===== config.mk =====
export PLATFORM = sky130hd
export DESIGN_NAME = iguana_preload_arb
export DESIGN_NICKNAME = d
export VERILOG_FILES = /design/src/rtl/iguana_preload_arb.sv
export SDC_FILE = /design/constraint.sdc
export NUM_CORES = 1
export LEC_CHECK = 0
export CAP_MARGIN = 15
export CORE_AREA = 2 2 269 271
export DETAILED_ROUTE_END_ITERATION = 7
export DIE_AREA = 0 0 271 273
export GPL_TIMING_DRIVEN = 0
export PLACE_DENSITY = 0.41
export SETUP_SLACK_MARGIN = 0.02
export SYNTH_ARGS = -nofsm -noshare
export SYNTH_HDL_FRONTEND = slang
export SYNTH_SLANG_ARGS = --single-unit

===== constraint.sdc =====
create_clock -name clk_i -period 3 [get_ports clk_i]
set_input_delay 0.6 -clock clk_i [delete_from_list [all_inputs] [get_ports clk_i]]
set_output_delay 0.6 -clock clk_i [all_outputs]
set_load 0.02 [all_outputs]

===== src/rtl/iguana_preload_arb.sv =====
// Round-robin arbiter sharing the preload/debug memory port between JTAG, serial link and UART,
// with boot-mode gating of requesters and end-of-computation (EOC) scratch-write detection.
module iguana_preload_arb #(
   parameter int unsigned          AddrWidth   = 64,
   parameter int unsigned          DataWidth   = 64,
   parameter logic [AddrWidth-1:0] ScratchAddr = AddrWidth'(64'h0300_0008)
) (
   input  logic                      clk_i,
   input  logic                      rst_ni,
   input  logic [1:0]                boot_mode_i,
   input  logic [2:0]                req_valid_i,
   input  logic [2:0]                req_we_i,
   input  logic [2:0][AddrWidth-1:0] req_addr_i,
   input  logic [2:0][DataWidth-1:0] req_wdata_i,
   output logic [2:0]                req_ready_o,
   output logic [2:0]                rsp_valid_o,
   output logic [DataWidth-1:0]      rsp_rdata_o,
   output logic                      mem_req_o,
   input  logic                      mem_gnt_i,
   output logic                      mem_we_o,
   output logic [AddrWidth-1:0]      mem_addr_o,
   output logic [DataWidth-1:0]      mem_wdata_o,
   input  logic                      mem_rvalid_i,
   input  logic [DataWidth-1:0]      mem_rdata_i,
   output logic                      eoc_valid_o,
   output logic [31:0]               exit_code_o,
   output logic                      busy_o
);

   typedef enum logic [1:0] {
      StIdle,
      StReq,
      StRsp
   } state_e;

   state_e                 state_q, state_d;
   logic [1:0]             rr_q, rr_d;
   logic [1:0]             owner_q, owner_d;
   logic [AddrWidth-1:0]   addr_q, addr_d;
   logic [DataWidth-1:0]   wdata_q, wdata_d;
   logic                   we_q, we_d;
   logic [DataWidth-1:0]   rdata_q, rdata_d;
   logic [2:0]             rsp_valid_q, rsp_valid_d;
   logic                   eoc_q, eoc_d;
   logic [31:0]            exit_code_q, exit_code_d;
   logic                   latched_q;
   logic [1:0]             boot_mode_q;

   logic [2:0]             mask;
   logic [2:0]             eligible;
   logic                   pick_found;
   logic [1:0]             pick_idx;

   function automatic logic [1:0] rr_idx(input logic [1:0] base, input logic [1:0] off);
      logic [2:0] s;
      s = {1'b0, base} + {1'b0, off};
      if (s >= 3'd3) s = s - 3'd3;
      return s[1:0];
   endfunction

   // Until the boot mode has been captured the mask stays empty, so the latch cycle never accepts.
   always_comb begin
      mask = '0;
      if (latched_q) begin
         case (boot_mode_q)
            2'd0:    mask = 3'b111;
            2'd1:    mask = 3'b000;
            default: mask = 3'b001;
         endcase
      end
   end

   assign eligible = req_valid_i & mask;

   always_comb begin
      pick_found = 1'b0;
      pick_idx   = '0;
      for (int unsigned i = 0; i < 3; i++) begin
         if (!pick_found && eligible[rr_idx(rr_q, 2'(i))]) begin
            pick_found = 1'b1;
            pick_idx   = rr_idx(rr_q, 2'(i));
         end
      end
   end

   always_comb begin
      state_d     = state_q;
      rr_d        = rr_q;
      owner_d     = owner_q;
      addr_d      = addr_q;
      wdata_d     = wdata_q;
      we_d        = we_q;
      rdata_d     = rdata_q;
      rsp_valid_d = '0;
      eoc_d       = eoc_q;
      exit_code_d = exit_code_q;
      req_ready_o = '0;
      mem_req_o   = 1'b0;

      case (state_q)
         StIdle: begin
            if (pick_found) begin
               req_ready_o[pick_idx] = 1'b1;
               owner_d               = pick_idx;
               addr_d                = req_addr_i[pick_idx];
               wdata_d               = req_wdata_i[pick_idx];
               we_d                  = req_we_i[pick_idx];
               state_d               = StReq;
            end
         end
         StReq: begin
            mem_req_o = 1'b1;
            if (mem_gnt_i) begin
               state_d = StRsp;
               if (we_q && (addr_q == ScratchAddr) && wdata_q[0]) begin
                  eoc_d       = 1'b1;
                  exit_code_d = {1'b0, wdata_q[31:1]};
               end
            end
         end
         StRsp: begin
            if (mem_rvalid_i) begin
               rdata_d              = mem_rdata_i;
               rsp_valid_d[owner_q] = 1'b1;
               rr_d                 = (owner_q == 2'd2) ? 2'd0 : owner_q + 2'd1;
               state_d              = StIdle;
            end
         end
         default: state_d = StIdle;
      endcase
   end

   always_ff @(posedge clk_i or negedge rst_ni) begin
      if (!rst_ni) begin
         state_q     <= StIdle;
         rr_q        <= '0;
         owner_q     <= '0;
         addr_q      <= '0;
         wdata_q     <= '0;
         we_q        <= 1'b0;
         rdata_q     <= '0;
         rsp_valid_q <= '0;
         eoc_q       <= 1'b0;
         exit_code_q <= '0;
         latched_q   <= 1'b0;
         boot_mode_q <= '0;
      end else begin
         state_q     <= state_d;
         rr_q        <= rr_d;
         owner_q     <= owner_d;
         addr_q      <= addr_d;
         wdata_q     <= wdata_d;
         we_q        <= we_d;
         rdata_q     <= rdata_d;
         rsp_valid_q <= rsp_valid_d;
         eoc_q       <= eoc_d;
         exit_code_q <= exit_code_d;
         latched_q   <= 1'b1;
         if (!latched_q) boot_mode_q <= boot_mode_i;
      end
   end

   assign rsp_valid_o = rsp_valid_q;
   assign rsp_rdata_o = rdata_q;
   assign mem_we_o    = we_q;
   assign mem_addr_o  = addr_q;
   assign mem_wdata_o = wdata_q;
   assign eoc_valid_o = eoc_q;
   assign exit_code_o = exit_code_q;
   assign busy_o      = (state_q != StIdle);

endmodule


After elaboration in Yosys (flattened, before gate mapping):

Cells that the tools add are included.

* register bits after elaboration: 237
* output and inout port bits: 234
* logic and storage cells: 89

* add/subtract/negate cells: 6
* magnitude comparators: 10
* eq/ne operators: 8
* mux-type cells: 37
* bitwise operators: 1
* reduce and logical (&&, ||, !) cells: 15

Operators with widths (number)
* $bmux 64 s2: 2
* $mux 64: 2
* $eq 64x26->1 const B: 1
* $mux 2: 10
* $lt 2x3->1 const B: 5
* $mux 3: 5
* $mux 1: 10
* $bmux 1 s2: 4
* $ge 3x2->1 const B: 2
* $logic_and 1x1->1: 6
* $ne 2x2->1 const B: 3
* $pmux 2 s3: 1
* $pmux 3 s2: 1
* $reduce_and 3->1: 2
* $sub 2x2->2 const B: 3
* $demux 1 s2: 2
* $eq 2x1->1 const B: 2
* $eq 2x2->1 const B: 2
* $ge 2x1->1 const B: 2
* $logic_not 2->1: 2
* $reduce_and 2->1: 2
* $add 2x1->3 const B: 1
* $add 2x2->3 const B: 1
* $and 3x3->3: 1
* other kinds (4): 5

Longest topological paths before layout:

* depth in word-level cells: 19
* mapped depth: 11

Worst setup path before layout:

No wires, ideal clock.

* path type: flip-flop to output port
* start point: reg rr_q[0]
* end point: out req_ready_o[1]
* arrival: 2.263 ns
* setup slack: 0.137 ns
* cell stages (with the launch flop): 10
* path through: dfrtp_1 inv_1 ha_1 clkbuf_1 nor3_1 o32ai_2 nand3b_1 clkbuf_1 clkbuf_1 nor3_1

* word-level cells in the longest chain between the ends: 17
* elaborated cells on any way between the ends: 34

RTL lines
* start, declared: line 37 `logic [1:0] rr_q, rr_d;`
* start signal, assigned: line 149 `rr_q <= rr_d;`
* branches (longest 15 deep; another with $add 2x1->3)
* $mux 3 (*): line 102 `if (pick_found) begin`
* $mux 3 (*): line 100 `case (state_q)`
* end, declared: line 15 `output logic [2:0] req_ready_o,`

Every way passes the cells marked *. The select of a mux whose other input is x is not followed.

Worst setup path in the final report:

* start point: in req_valid_i[1]
* end point: out req_ready_o[0]

* word-level cells in the longest chain between the ends: 16
* elaborated cells on any way between the ends: 24

RTL lines
* start, declared: line 11 `input logic [2:0] req_valid_i,`
* $and 3x3->3 (*): line 73 `assign eligible = req_valid_i & mask;`
* $bmux 1 s2: line 79 `if (!pick_found && eligible[rr_idx(rr_q, 2'(i))]) begin`
* $mux 1 (not written as such): line 79
* $mux 1: line 79
* $logic_not 1->1: line 79
* $logic_and 1x1->1: line 79
* $mux 1: line 79
* $logic_not 1->1: line 79
* $logic_and 1x1->1: line 79
* $mux 2: line 79
* $lt 2x3->1 (not written as such) or $ge 2x1->1 (tied branches): line 103 `req_ready_o[pick_idx] = 1'b1;`
* $logic_and 1x1->1 (not written as such): line 103
* $mux 1 (not written as such): line 103
* $demux 1 s2: line 103
* $mux 3 (*): line 102
* $mux 3 (*): line 100

Mark *: on every way between the ends. The rest lies on a longest branch, timed or not. The select of a mux whose other input is x is not followed.

==> impl_results.md <==
- Final instance area: 0.0219 sq mm
- Critical-path cell list: clkdlybuf4s50_1 -> nor2_1 -> o32ai_2 -> nand3b_1 -> or2_1 -> buf_12 -> buf_16 -> nor2_4 -> buf_6
- Fin util: 30.9%
- Syn Inst Count: 1192
- CTS H-tree depth: 1
- DRT antenna net count: 0
- CP required: 2.40 ns
- Failing checks: setup timing
- Commonest non-fill, non-tap cell in the layout: clkdlybuf4s50_1
- Largest family of logic cells by synthesized area: compound AO/OA/AOI/OAI gates
- Vias in the first global route: 14.3k
- Peak supply drop: 426 uV
- Cell area after synthesis: 0.0121 sq mm
- DP Wirelength: 58.5 mm
- Cell-internal power: 11.2 mW
- Layout cell share with drive strength beyond 1: 12.4%
- Rows: 98
- Comb pwr share: 49.9%
- Initial antenna violation count: 14
- Buffer depth of the longest clock path: 3
- Crit-path max FO: 6
- RSZ-0062 raised after global routing: true
- Pins Over Slew Limit: 0
- #FFs+latches synth: 237
- Actual slew at the worst max-slew pin: 0.810 ns
- Gr usage total: 18.9%
- Largest net degree at the start of global routing: 96
- Nets: 2402
- CP max stage delay: 0.66 ns
- First-pass GRT wire length: 103 mm
- Clock Latency Late Sink: 0.60 ns
- DR vias/cell: 4.60
- Clk slew on worst S/H paths: 0.06 ns
- Post-synthesis mux area share: 9.01%
- Simple-gate share of the synthesized area: 13.1%
- Final Instance Count excl. Fillers: 2915
- Post-synth EDFFs: 0
- Outcome: finished with violations
- Clock sinks: 237
- Avg WL per Cell: 25.0 um
- Worst slew margin: 46.0%
- Final number of setup-violating endpoints: 6
- IO buf count: 692
- Area Growth Syn to Fin: 81.0%
- Post-synthesis compound-gate area fraction: 23.7%
- Cell Area, Placed: 0.0204 sq mm
- Part of the power in registers: 29.5%
- Gp weighted congestion: 0.904
- CP Class: in -> out
- Die Area: 0.0740 sq mm
- Sequential area share after synthesis: 48.9%
- Hold WS: 0.484 ns
- Crit path capture type: primary output
- Drt total wl: 72.9 mm
- YS warnings: 0
- Min-Delay Path Class: reg -> reg
- Fill count: 7332
- Starting density of the core: 17.1%
- Total gr overflow: 0
- Startpoint types: input pin
- Top delay family on crit path: buffers and inverters
- CTS tree: yes
- Synth cell types: 41
- Placed Cells: 2840
- Clock skew: 0.0288 ns
- FF-to-FF setup slack: -0.12 ns
- Post-route DRC: 0
- Syn Area/Cell: 10.2 sq um
- Via count: 13.4k
- Pre-antenna DRT Iters: 5
- Die height: 273 um
- Place WS: -2.05 ns
- Worst EP arrival: 2.76 ns
- Final hold violation count: 0
- DRT iter0 DRCs: 710
- Max-cap violations: 0
- Crit share post-route: 112%
- CTS buffer count: 31
- Setup_tns: -1.11 ns
- Io pins: 694
- Syn Nets: 1654
- Final min period: 3.36 ns
- CP bufs+invs: 4
- LEAKAGE: 9.00 nW
- Post-Synth Adder-Cell Area: 0.206%
- CP max stage cell: clkdlybuf4s50_1
- PwrDens: 857 mW/mm^2
- Root Driver: clkbuf_16
- Net Sw Frac: 40.7%
- Final worst slack: -0.358 ns
- Total Power: 18.8 mW
- Synth Area in XOR/XNOR: 0%
- Clk pwr share: 20.5%
- Net Sw Power: 7.66 mW
- Die width: 271 um
- Core footprint: 0.0710 sq mm
- Main synth FF type: dfrtp_1
- Fmax achieved: 298 MHz
- Most frequent cells in the layout: 688 x clkdlybuf4s50_1, 235 x dfrtp_1, 131 x nor2_1, 131 x o21ai_0, 130 x and3_1
- Async set or reset register ratio after synthesis: 100%
==> cells in the mapped netlist (3+ instances only) <==
| library cell | n | area, sq um |
|---|---|---|
| nand2b_1 | 3 | 18.8 |
| nor4_1 | 12 | 75.1 |
| clkbuf_1 | 122 | 458 |
| nand4_1 | 3 | 18.8 |
| mux2_2 | 96 | 1080 |
| a21o_1 | 5 | 37.5 |
| nor3_1 | 7 | 35.0 |
| o31ai_1 | 129 | 968 |
| nand2_1 | 4 | 15.0 |
| o21ai_0 | 132 | 661 |
| buf_1 | 8 | 30.0 |
| buf_6 | 8 | 90.1 |
| inv_1 | 4 | 15.0 |
| dfrtp_1 | 237 | 5930 |
| a221oi_1 | 129 | 1130 |
| nor2_1 | 133 | 499 |
| nand3_1 | 3 | 15.0 |
| and3_1 | 130 | 813 |
==> cell type report <==
type	instances	area, sq um	area share [%]
clock inverter	11	138	0.627
antenna	3	7.51	0.0342
timing repair buffer	717	7260	33.1
inverter	4	15.0	0.0684
clock buffer	44	895	4.08
tap	950	1190	5.42
sequential	237	5930	27.0
buffer	138	714	3.26
multi-input combinational	811	5790	26.4
==> path summary, 6_finish.rpt <==
| check | from | end | cells past startpoint |
|---|---|---|---|
| max | req_valid_i[1] | req_ready_o[0] | 9 |
| min | eoc_valid_o | eoc_valid_o | 1 |
| max reg2reg | rr_q[0] | mem_addr_o[62] | 9 |
| min reg2reg | eoc_valid_o | eoc_valid_o | 1 |
| max in group asynchronous | rst_ni | rr_q[1] | 4 |
| min in group asynchronous | rst_ni | rsp_rdata_o[6] | 2 |
==> kinds of logic (layout without fill, tap and decap cells) <==
group,Yosys count,after routing
AO/OA/AOI/OAI,402,402
adder cells (fa/ha/maj),2,2
buffers and inverters,144,914
flip-flops,237,237
multiplexers,97,97
other,2,5
AND/OR/NAND/NOR,308,308
==> power groups by stage <==
stage | clock (mW) | combinational [mW] | sequential [mW]
finish | 3.86 | 9.39 | 5.55
global route | 4.16 | 10.1 | 5.72
CTS | 4.03 | 9.47 | 5.57
detailed placement | 0 | 9.17 | 5.58
global placement | 0 | 9.13 | 5.56
floorplan | 0 | 2.73 | 6.77
==> layer usage <==
layer	global-route usage, %	wire, um	vias to the layer above
li1	-	-	6095
met1	21.7	28300	6641
met2	34.2	37100	545
met3	5.88	5850	96
met4	4.03	1500	18
met5	0	112	-
==> timing repair <==
item | 4_1_cts | 5_1_grt
hold buffers | 1 | 0
endpoints found under the hold margin | 34 | 0
pin swaps | 10 | 5
buffers inserted | 14 | 4
gates resized for setup | 85 | 46
endpoints found under the setup margin | 164 | 137
cloned | 0 | 0
==> flip-flops by register name, summed over array words and instances (netlist names) <==
signal / cells
boot_mode_q: 2
eoc_valid_o: 1
exit_code_o: 31
latched_q: 1
mem_addr_o: 64
mem_wdata_o: 64
mem_we_o: 1
owner_q: 2
rr_q: 2
rsp_rdata_o: 64
rsp_valid_o: 3
state_q: 2
Power figures use the tool's default switching activity.
==> patch, RTL diff (same flow settings) <==
`DataWidth`: 64 -> 32.
--- a/src/rtl/iguana_preload_arb.sv
+++ b/src/rtl/iguana_preload_arb.sv
@@ -3,5 +3,5 @@
 module iguana_preload_arb #(
    parameter int unsigned          AddrWidth   = 64,
-   parameter int unsigned          DataWidth   = 64,
+   parameter int unsigned          DataWidth   = 32,
    parameter logic [AddrWidth-1:0] ScratchAddr = AddrWidth'(64'h0300_0008)
 ) (
Ports: changed (resized mem_rdata_i, mem_wdata_o, req_wdata_i and rsp_rdata_o); port bits go from 694 to 502. No check against the original RTL was run, so the function may have changed too.
==> patch against the original RTL <==
  * Final cell count down 17%
  * Total power is 27% lower
  * Hold slack lost 410 ps
  * Utilization decreased by 6.2 points
  * Highest routed layer unchanged
  * First-iteration DRC count is 51% lower
  * Setup slack better by 160 ps
  * Largest power group unchanged
  * Sequential cell count fell by 64
  * Final area decreased by 20%
  * The flow still finishes with violations (setup timing)
  * Synthesized area decreased by 22%
  * Global-route usage down 4.6 points
  * Routed wire length shrank 26%
==> patch: results (changes against the original RTL) <==
- The number of levels in the clock H-tree was 4 (was 1).
- The met2 track utilization from global routing is 0.239 (was 0.342).
- The highest fanout seen on the critical path came to 5 (was 6).
- The number of clock buffers in the layout was 20 (was 44).
- The number of search-and-repair iterations in the first detailed-routing pass is 4 (was 5).
- The overall routing resource usage is 0.143 (was 0.189).
- The slowest cell on the critical path was sky130_fd_sc_hd__a2111o_2 (was sky130_fd_sc_hd__clkdlybuf4s50_1).
- The footprint of the flip-flops and latches came to 4330 um2 (was 5930 um2).
- Result of the run: finished, violations left (unchanged).
- The count of endpoints failing setup in the final report was 2 (was 6).
- The length of routed met3 wiring is 3.26 mm (was 5.85 mm).
- The total via count after detailed routing is 9968 (was 13395).
- The largest buffer count on any clock path is 2 (was 3).
- The per-cell via count in the routed design is 4.13 (was 4.60).
- Top cells by instance count after synthesis: sky130_fd_sc_hd__dfrtp_1, sky130_fd_sc_hd__nor2_1, sky130_fd_sc_hd__o21ai_0 (unchanged).
- The first-pass GRT wire length is 76.6 mm (was 103 mm).
- The routed length on met1 was 23.8 mm (was 28.3 mm).
- The pre-CTS worst setup slack came to -2010 ps (was -2050 ps).
- The pin count of the biggest net entering global routing is 94 (was 96).
- The number of instances in the placed design is 2353 (was 2840).
- The total of buffers placed on input and output ports was 499 (was 692).
- The area fraction of clock buffers and clock inverters is 0.0318 (was 0.0470).
- Violations in the final reports: setup timing (unchanged).
- The worst setup slack after layout is -200 ps (was -358 ps).
- The family with the most delay on the worst path is compound AO/OA/AOI/OAI gates (was buffers and inverters).
- The met3 usage is 0.0387 (was 0.0588).
- The internal portion of total power is 7840 uW (was 11200 uW).
- The total clock buffers created by CTS is 17 (was 31).
- The final total negative setup slack is -376 ps (was -1110 ps).
- The placement-stage cell area came to 15800 um2 (was 20400 um2).
- The data arrival time of the critical path is 2600 ps (was 2760 ps).
==> patch: path summary, 6_finish.rpt <==
check                                   startpoint                     endpoint  slack [ps]  depth (start not counted)
max in group asynchronous                   rst_ni   mem_addr_o[42]$_DFFE_PN0P_        1940                          2
min reg2reg                eoc_valid_o$_DFFE_PN0P_      eoc_valid_o$_DFFE_PN0P_         470                          1
min                                         rst_ni  exit_code_o[17]$_DFFE_PN0P_          70                          1
max reg2reg                    rr_q[1]$_DFFE_PN0P_   mem_addr_o[11]$_DFFE_PN0P_          80                         11
max                            rr_q[1]$_DFFE_PN0P_               req_ready_o[0]        -200                          8
min in group clk_i         eoc_valid_o$_DFFE_PN0P_      eoc_valid_o$_DFFE_PN0P_         470                          1
==> patch: what timing repair did <==
item                                    4_1_cts  5_1_grt
gates resized for setup                     141       90
setup buffers                                25        2
endpoints found under the setup margin      134       84
hold buffers                                  0        0
pin swaps                                    15       10
gates cloned                                  0        0
